## config.mk

```make
export PLATFORM = sky130hd
export DESIGN_NAME = sram_port_arbiter
export DESIGN_NICKNAME = d
export VERILOG_FILES = /design/src/rtl/sram_port_arbiter.sv
export SDC_FILE = /design/constraint.sdc
export NUM_CORES = 1
export LEC_CHECK = 0
export ABC_AREA = 1
export CELL_PAD_IN_SITES_DETAIL_PLACEMENT = 2
export CELL_PAD_IN_SITES_GLOBAL_PLACEMENT = 2
export CORE_MARGIN = 5
export CORE_UTILIZATION = 22
export DETAILED_ROUTE_END_ITERATION = 8
export PLACE_DENSITY_LB_ADDON = 0.1
export SYNTH_ARGS = -nofsm -noshare
export SYNTH_HDL_FRONTEND = slang
export SYNTH_SLANG_ARGS = --single-unit
```

## constraint.sdc

```tcl
create_clock -name clk -period 2.5 [get_ports clk]
set_input_delay 0.5 -clock clk [delete_from_list [all_inputs] [get_ports clk]]
set_output_delay 0.5 -clock clk [all_outputs]
set_load 0.05 [all_outputs]
```

## src/rtl/sram_port_arbiter.sv

```systemverilog
// rtl/sram_port_arbiter.sv - two-requester arbiter for a single-port SRAM
//
// Shares one single-port SRAM between a read-only lookup port and a
// read/write config port. Lookup normally wins contested cycles. Config is
// forced through after STARVE_MAX consecutive contested lookup wins.
//
// Ports:
//   clk, rst                       SRAM clock, asynchronous active-high reset
//   lk_req/lk_addr/lk_gnt          lookup read request and combinational grant
//   lk_rvalid/lk_rdata             lookup read return (latency 1, held after)
//   cf_req/cf_wr/cf_addr/cf_wdata  config request and combinational grant (cf_gnt)
//   cf_rvalid/cf_rdata             config read return (reads only, held after)
//   sram_cs/wr/addr/wdata/rdata    SRAM macro interface
//   contention_cnt                 saturating count of cycles with both requests

module sram_port_arbiter #(
  parameter int AW         = 16,
  parameter int DW         = 23,
  parameter int STARVE_MAX = 8,
  parameter int STAT_W     = 16
) (
  input  logic              clk,
  input  logic              rst,
  input  logic              lk_req,
  input  logic [AW-1:0]     lk_addr,
  output logic              lk_gnt,
  output logic              lk_rvalid,
  output logic [DW-1:0]     lk_rdata,
  input  logic              cf_req,
  input  logic              cf_wr,
  input  logic [AW-1:0]     cf_addr,
  input  logic [DW-1:0]     cf_wdata,
  output logic              cf_gnt,
  output logic              cf_rvalid,
  output logic [DW-1:0]     cf_rdata,
  output logic              sram_cs,
  output logic              sram_wr,
  output logic [AW-1:0]     sram_addr,
  output logic [DW-1:0]     sram_wdata,
  input  logic [DW-1:0]     sram_rdata,
  output logic [STAT_W-1:0] contention_cnt
);

  localparam logic [7:0] STARVE_LIM = 8'(STARVE_MAX);

  logic [7:0]    starve_cnt;
  logic [DW-1:0] lk_hold;
  logic [DW-1:0] cf_hold;
  logic          contested;
  logic          cf_win;

  assign contested = lk_req & cf_req;

  // Config wins when uncontested, or when lookup has used up its allowance.
  assign cf_win = cf_req & (~lk_req | (starve_cnt == STARVE_LIM));

  // Grants are forced low during reset so a read issued in the reset cycle
  // never reaches the SRAM or produces an rvalid.
  assign cf_gnt = ~rst & cf_win;
  assign lk_gnt = ~rst & lk_req & ~cf_win;

  // AND-masking rather than a mux so X on an ungranted port's address or
  // data cannot leak onto the SRAM bus.
  assign sram_cs    = lk_gnt | cf_gnt;
  assign sram_wr    = cf_gnt & cf_wr;
  assign sram_addr  = ({AW{lk_gnt}} & lk_addr) | ({AW{cf_gnt}} & cf_addr);
  assign sram_wdata = {DW{cf_gnt & cf_wr}} & cf_wdata;

  always_ff @(posedge clk or posedge rst) begin
    if (rst) begin
      starve_cnt <= '0;
    end else if (~cf_req | cf_gnt) begin
      starve_cnt <= '0;
    end else if (contested & lk_gnt) begin
      // Cannot pass STARVE_LIM: at the limit config wins and clears it.
      starve_cnt <= starve_cnt + 8'd1;
    end
  end

  always_ff @(posedge clk or posedge rst) begin
    if (rst) begin
      lk_rvalid <= 1'b0;
      cf_rvalid <= 1'b0;
    end else begin
      lk_rvalid <= lk_gnt;
      cf_rvalid <= cf_gnt & ~cf_wr;
    end
  end

  always_ff @(posedge clk or posedge rst) begin
    if (rst) begin
      lk_hold <= '0;
      cf_hold <= '0;
    end else begin
      if (lk_rvalid) lk_hold <= sram_rdata;
      if (cf_rvalid) cf_hold <= sram_rdata;
    end
  end

  // Live SRAM data in the return cycle, last returned value otherwise.
  assign lk_rdata = lk_rvalid ? sram_rdata : lk_hold;
  assign cf_rdata = cf_rvalid ? sram_rdata : cf_hold;

  always_ff @(posedge clk or posedge rst) begin
    if (rst) begin
      contention_cnt <= '0;
    end else if (contested & ~(&contention_cnt)) begin
      contention_cnt <= contention_cnt + 1'b1;
    end
  end

endmodule

```

# == Word-level counts from Yosys, hierarchy flattened ==
# Index checks and enable logic that the tools add are counted.
# W data, S select, Z words.
# word_totals
register_bits,72
latch_bits,0
mem_bits_rw,0
rom_bits,0
input_bits,83
out_inout_bits,107
word_cells,37
memories,0
# op_classes
n_addsub,2
mul,0
div_mod_pow,0
magnitude_cmp,0
n_eq_ne,1
n_shift,0
muxes,4
bitwise,22
n_reduce_logical,2
# ops
cell,count
$mux W23,2
$and A16 B16 Y16,2
$and A23 B23 Y23,1
$add A16 B1 Y16 const B,1
$mux W8,2
$or A16 B16 Y16,1
$reduce_and A16 Y1,1
$and A1 B1 Y1,9
$add A8 B1 Y8 const B,1
$eq A8 B4 Y1 const B,1
$not A1 Y1,6
$or A1 B1 Y1,3
$reduce_bool A2 Y1,1

# == Logic depth before layout (Yosys ltp) ==
# depth
depth_word,8
depth_mapped,11
depth_no_buf,11

# == Worst setup path before layout ==
# No wires, ideal clock.
# synth_timing
path_type,input -> register
startpoint,in rst
endpoint,reg starve_cnt[3]
setup_ps,67
arrival_time_ps,2985
required_time_ps,2433
setup_slack_ps,-552
path_stages,5
n_path_buf,0
path_cell_list,inv_1 -> nand4_1 -> inv_1 -> nand3_1 -> nand2_1
# synth_between
elab_chain_cells,5
elab_cells_between_ends,8
cone_classes,mux (1); bitwise (6); reduce/logical (1)
# synth_rtl
element,line,rtl
"start, declared",23,"input logic rst,"
$not A1 Y1 *,"59, 60",
$and A1 B1 Y1 (2 in series),60,assign lk_gnt = ~rst & lk_req & ~cf_win;
$and A1 B1 Y1,74,end else if (contested & lk_gnt) begin
$reduce_bool A2 Y1 (no source line),n/a,
"end signal, assigned",76,starve_cnt <= starve_cnt + 8'd1;
"end, declared",46,logic [7:0] starve_cnt;
# Mark *: on every way between the ends. The rest lies on a longest branch, timed or not.
# A chain may end at the register's enable or synchronous reset.

# == Final worst setup path ==
# layout_timing
startpoint,reg starve_cnt[0]
endpoint,out sram_wdata[20]
# layout_between
elab_chain_cells,6
# layout_rtl
element,line,rtl
$eq A8 B4 Y1,55,assign cf_win = cf_req & (~lk_req | (starve_cnt == STARVE_LIM));
$or A1 B1 Y1,55,
$and A1 B1 Y1,55,
$and A1 B1 Y1,59,assign cf_gnt = ~rst & cf_win;
$and A1 B1 Y1,67,assign sram_wdata = {DW{cf_gnt & cf_wr}} & cf_wdata;
$and A23 B23 Y23,67,
"end, declared",39,"output logic [DW-1:0] sram_wdata,"
# No other way between the ends.

==> flow_metrics.py <==
metrics = {
    "global_routing": {
        "grt_pass1_wl_mm": 24.9,
        "antenna_found_initial": 0,
        "grt_use_total_pct": 16.3,
        "gr-total-overflow": 0,
        "grt_pass1_vias": 4428,
        "grt_max_degree": 72,
    },
    "die": {
        "start_util_pct": 22.5,
        "die-area_um2": 19600,
        "core_region_area_um2": 16600,
        "ioPinCount": 190,
        "die_w_um": 140,
        "die_h_um": 140,
        "fp-row-count": 47,
    },
    "sta": {
        "fin_skew_ns": 0.00903,
        "max_slew_margin_pct": 37.0,
        "slew_violations": 0,
        "period_share_pct": 104,
        "clock.fmax_mhz": 386,
        "rsz0062_at_grt": "true",
        "setup_viol": 32,
        "finalCriticalPeriod_ns": 2.59,
        "fin_ws_ns": -0.0878,
        "worstMarginPinSlew_ns": 0.946,
        "hold_slack_ns": 0.497,
        "hold_viol": 0,
    },
    "cells_and_area": {
        "register_area_um2": 1800,
        "insertedDiodeCount": 0,
        "fillerInstances": 1778,
        "area_delta_synth_final_pct": 92.9,
        "drive_gt1_share_pct": 40.1,
        "multi_input_area_um2": 2040,
        "finalNetCount": 732,
        "final_core_util_pct": 43.3,
    },
    "setup_path": {
        "critical_path_class": "reg -> out",
        "cp_cell_sequence": "inv_2, ha_4, nand3_2, o21ai_2, nand2_2, nor2_8, buf_12, nand2_8, nor2_4, buf_12",
        "path_delay_family": "simple AND/OR/NAND/NOR gates",
        "worstSetupStartpoint": "starve_cnt[0]$_DFFE_PP0P_",
        "worstSetupEndpoint": "sram_wdata[20]",
        "cpPeakStageDelay_ns": 0.40,
        "worst-path-max-fanout": 6,
        "crit_path_start_kind": "register",
        "cp.required_ns": 2.00,
        "cp.arrival_ns": 2.09,
        "cp.depth": 10,
        "slowest_stage": "dfrtp_1",
        "end_kind": "output pin",
        "r2r_setup_slack_ns": 0.59,
        "crit_buf_inv": 3,
        "path_common_cell": "buf_12",
        "r2r_cells": 11,
        "r2r-start": "contention_cnt[0]$_DFFE_PP0P_",
        "reg2reg_to": "contention_cnt[2]$_DFFE_PP0P_",
    },
    "clock_tree": {
        "clkTransAtPathRegs_ns": 0.06,
        "cts_sinks": 72,
        "numCtsBuffers": 9,
        "clock_path_buffers": 2,
        "cts_tree": "built",
        "h-tree-depth": 3,
        "root_buffer": "clkbuf_16",
        "clock_latency_ns": 0.34,
    },
    "synth": {
        "ys_warn_count": 0,
        "syn_nets": 507,
        "yosysSeqAreaShare_pct": 48.4,
        "ys_seq_elements": 72,
        "syn_avg_cell_area_um2": 8.85,
        "ys_types": 27,
        "netlist_area_um2": 3720,
        "syn_inst": 421,
    },
    "run": {
        "drv_cap": 0,
    },
    "power_and_ir_drop": {
        "p_per_area_nw_per_um2": 668,
        "vdd_ir_drop_max_mv": 0.313,
        "p_leak_uw": 0.00329,
    },
    "route": {
        "vias": 3778,
        "avgViaCountPerCell": 4.34,
        "wl_per_cell_um": 19.2,
        "dr.pass1.iters": 4,
        "drc": 0,
        "drt-total-wl_mm": 16.7,
        "first_iter_violations": 112,
        "ant_nets": 0,
    },
    "min_path": {
        "hold_class": "reg -> reg",
        "min_path_cells": 1,
    },
    "outcome": {
        "violations": "negative setup slack",
        "status": "complete, but fails checks",
    },
    "placed_design": {
        "gp_congestion": 0.745,
        "port_buffers": 189,
        "hpwl_mm": 12.0,
    },
}
## layout by cell type, fill, tap and decap left out, types with 7 or more instances in the layout
cell type and n:
nand2_1 100, clkdlybuf4s50_1 97, dfrtp_1 70, buf_4 70
buf_12 49, inv_1 48, mux2_2 46, nor2_4 23
nand3_1 21, nor2_1 18, nand2_4 17, xor2_1 12
nand2_2 10, clkbuf_16 10, nand4_1 7
## worst min path at each step
stage,from,endpoint
after floorplan,starve_cnt[1]$_DFFE_PP0P_,starve_cnt[1]$_DFFE_PP0P_
after global placement,lk_hold[9]$_DFF_PP0_,lk_hold[9]$_DFF_PP0_
after detailed placement,cf_hold[14]$_DFF_PP0_,cf_hold[14]$_DFF_PP0_
after CTS,cf_hold[14]$_DFF_PP0_,cf_hold[14]$_DFF_PP0_
after global routing,cf_hold[14]$_DFF_PP0_,cf_hold[14]$_DFF_PP0_
final,cf_hold[14]$_DFF_PP0_,cf_hold[14]$_DFF_PP0_
## worst reg2reg max path, cell delays in order, from the launching register on
cell	delay, ns
dfrtp_1	0.43
ha_1	0.25
inv_1	0.10
nor2_2	0.08
inv_1	0.09
nor2_1	0.05
nand2_1	0.11
nand2_1	0.06
nand2_1	0.10
clkinv_1	0.30
nand2_1	0.15
nand2_1	0.07
## report_power, final
part | internal [uW] | total, uW | switching [uW]
Combinational | 732 | 2060 | 1320
Clock | 693 | 1260 | 565
Sequential | 1370 | 1480 | 116
## sequential cells by signal, indices dropped and copies added (netlist names)
signal	cells
cf_hold	23
starve_cnt	8
contention_cnt	16
lk_hold	23
cf_rvalid	1
lk_rvalid	1
## Yosys cell counts
| master | instances | area, um2 |
|---|---|---|
| nand2_1 | 127 | 477 |
| dfrtp_1 | 72 | 1800 |
| inv_1 | 54 | 203 |
| mux2_2 | 46 | 518 |
| nor2_1 | 34 | 128 |
| nand3_1 | 22 | 110 |
| xor2_1 | 12 | 105 |
| nor2_2 | 9 | 56.3 |
| nand4_1 | 7 | 43.8 |
| nor3_1 | 6 | 30.0 |
| o21ai_2 | 5 | 43.8 |
| buf_6 | 4 | 45.0 |
| ha_1 | 3 | 37.5 |
| o21ai_0 | 3 | 15.0 |
| buf_1 | 2 | 7.51 |
| buf_4 | 2 | 15.0 |
| clkbuf_1 | 2 | 7.51 |
| o21ai_1 | 2 | 10.0 |
| a21oi_1 | 1 | 5.00 |
| buf_2 | 1 | 5.00 |
| clkinv_1 | 1 | 3.75 |
| inv_2 | 1 | 3.75 |
| nand2_2 | 1 | 6.26 |
| nand2_4 | 1 | 11.3 |
| nand3b_1 | 1 | 7.51 |
| nor2_8 | 1 | 20.0 |
| xnor2_1 | 1 | 8.76 |
## per-layer routing
metal  track usage [%]  wire length [um]  up-vias
met5                 0                 0        -
met4              5.97               333        0
met3              5.49              1130       20
met2              30.5              9270      120
met1              16.9              5950     1861
li1                  -                 -     1777
## what timing repair did
action,4_1_cts,5_1_grt
endpoints found under the setup margin,43,43
resized for setup,56,45
gates cloned,5,1
buffers inserted,15,1
hold buffers,0,0
pin swaps,11,22
endpoints found under the hold margin,0,0
## layout make-up
cell class / instances / share of cell area, %
multi-input cells: 285 / 28.5
flip-flops and latches: 72 / 25.1
repair inverters: 2 / 0.209
clock buffers: 9 / 3.13
clock inverters: 7 / 0.871
well taps: 220 / 3.83
inverters: 56 / 3.08
repair buffers: 220 / 35.3
## metrics by stage
step,cells,setup WS (ns),TNS (ns),power (uW),cell area [um2]
4_1_cts,869,-0.0825,-1.45,4850,7000
2_1_floorplan,421,-0.0231,-0.201,2720,3750
3_3_place_gp,833,0.0414,0,3440,6280
5_1_grt,871,-0.202,-5.47,5030,7190
6_report,871,-0.0878,-2.01,4800,7190
3_5_place_dp,833,-0.0272,-0.171,3500,6280
## cell families after synthesis
| family | Yosys count | synth area share [%] |
|---|---|---|
| XOR/XNOR | 13 | 3.06 |
| buffers and inverters | 67 | 7.79 |
| AO/OA/AOI/OAI | 11 | 1.98 |
| AND/OR/NAND/NOR | 209 | 23.9 |
| flip-flops | 72 | 48.4 |
| multiplexers | 46 | 13.9 |
| adder cells (fa/ha/maj) | 3 | 1.01 |
Note: power is estimated with default switching activity, not from simulation.
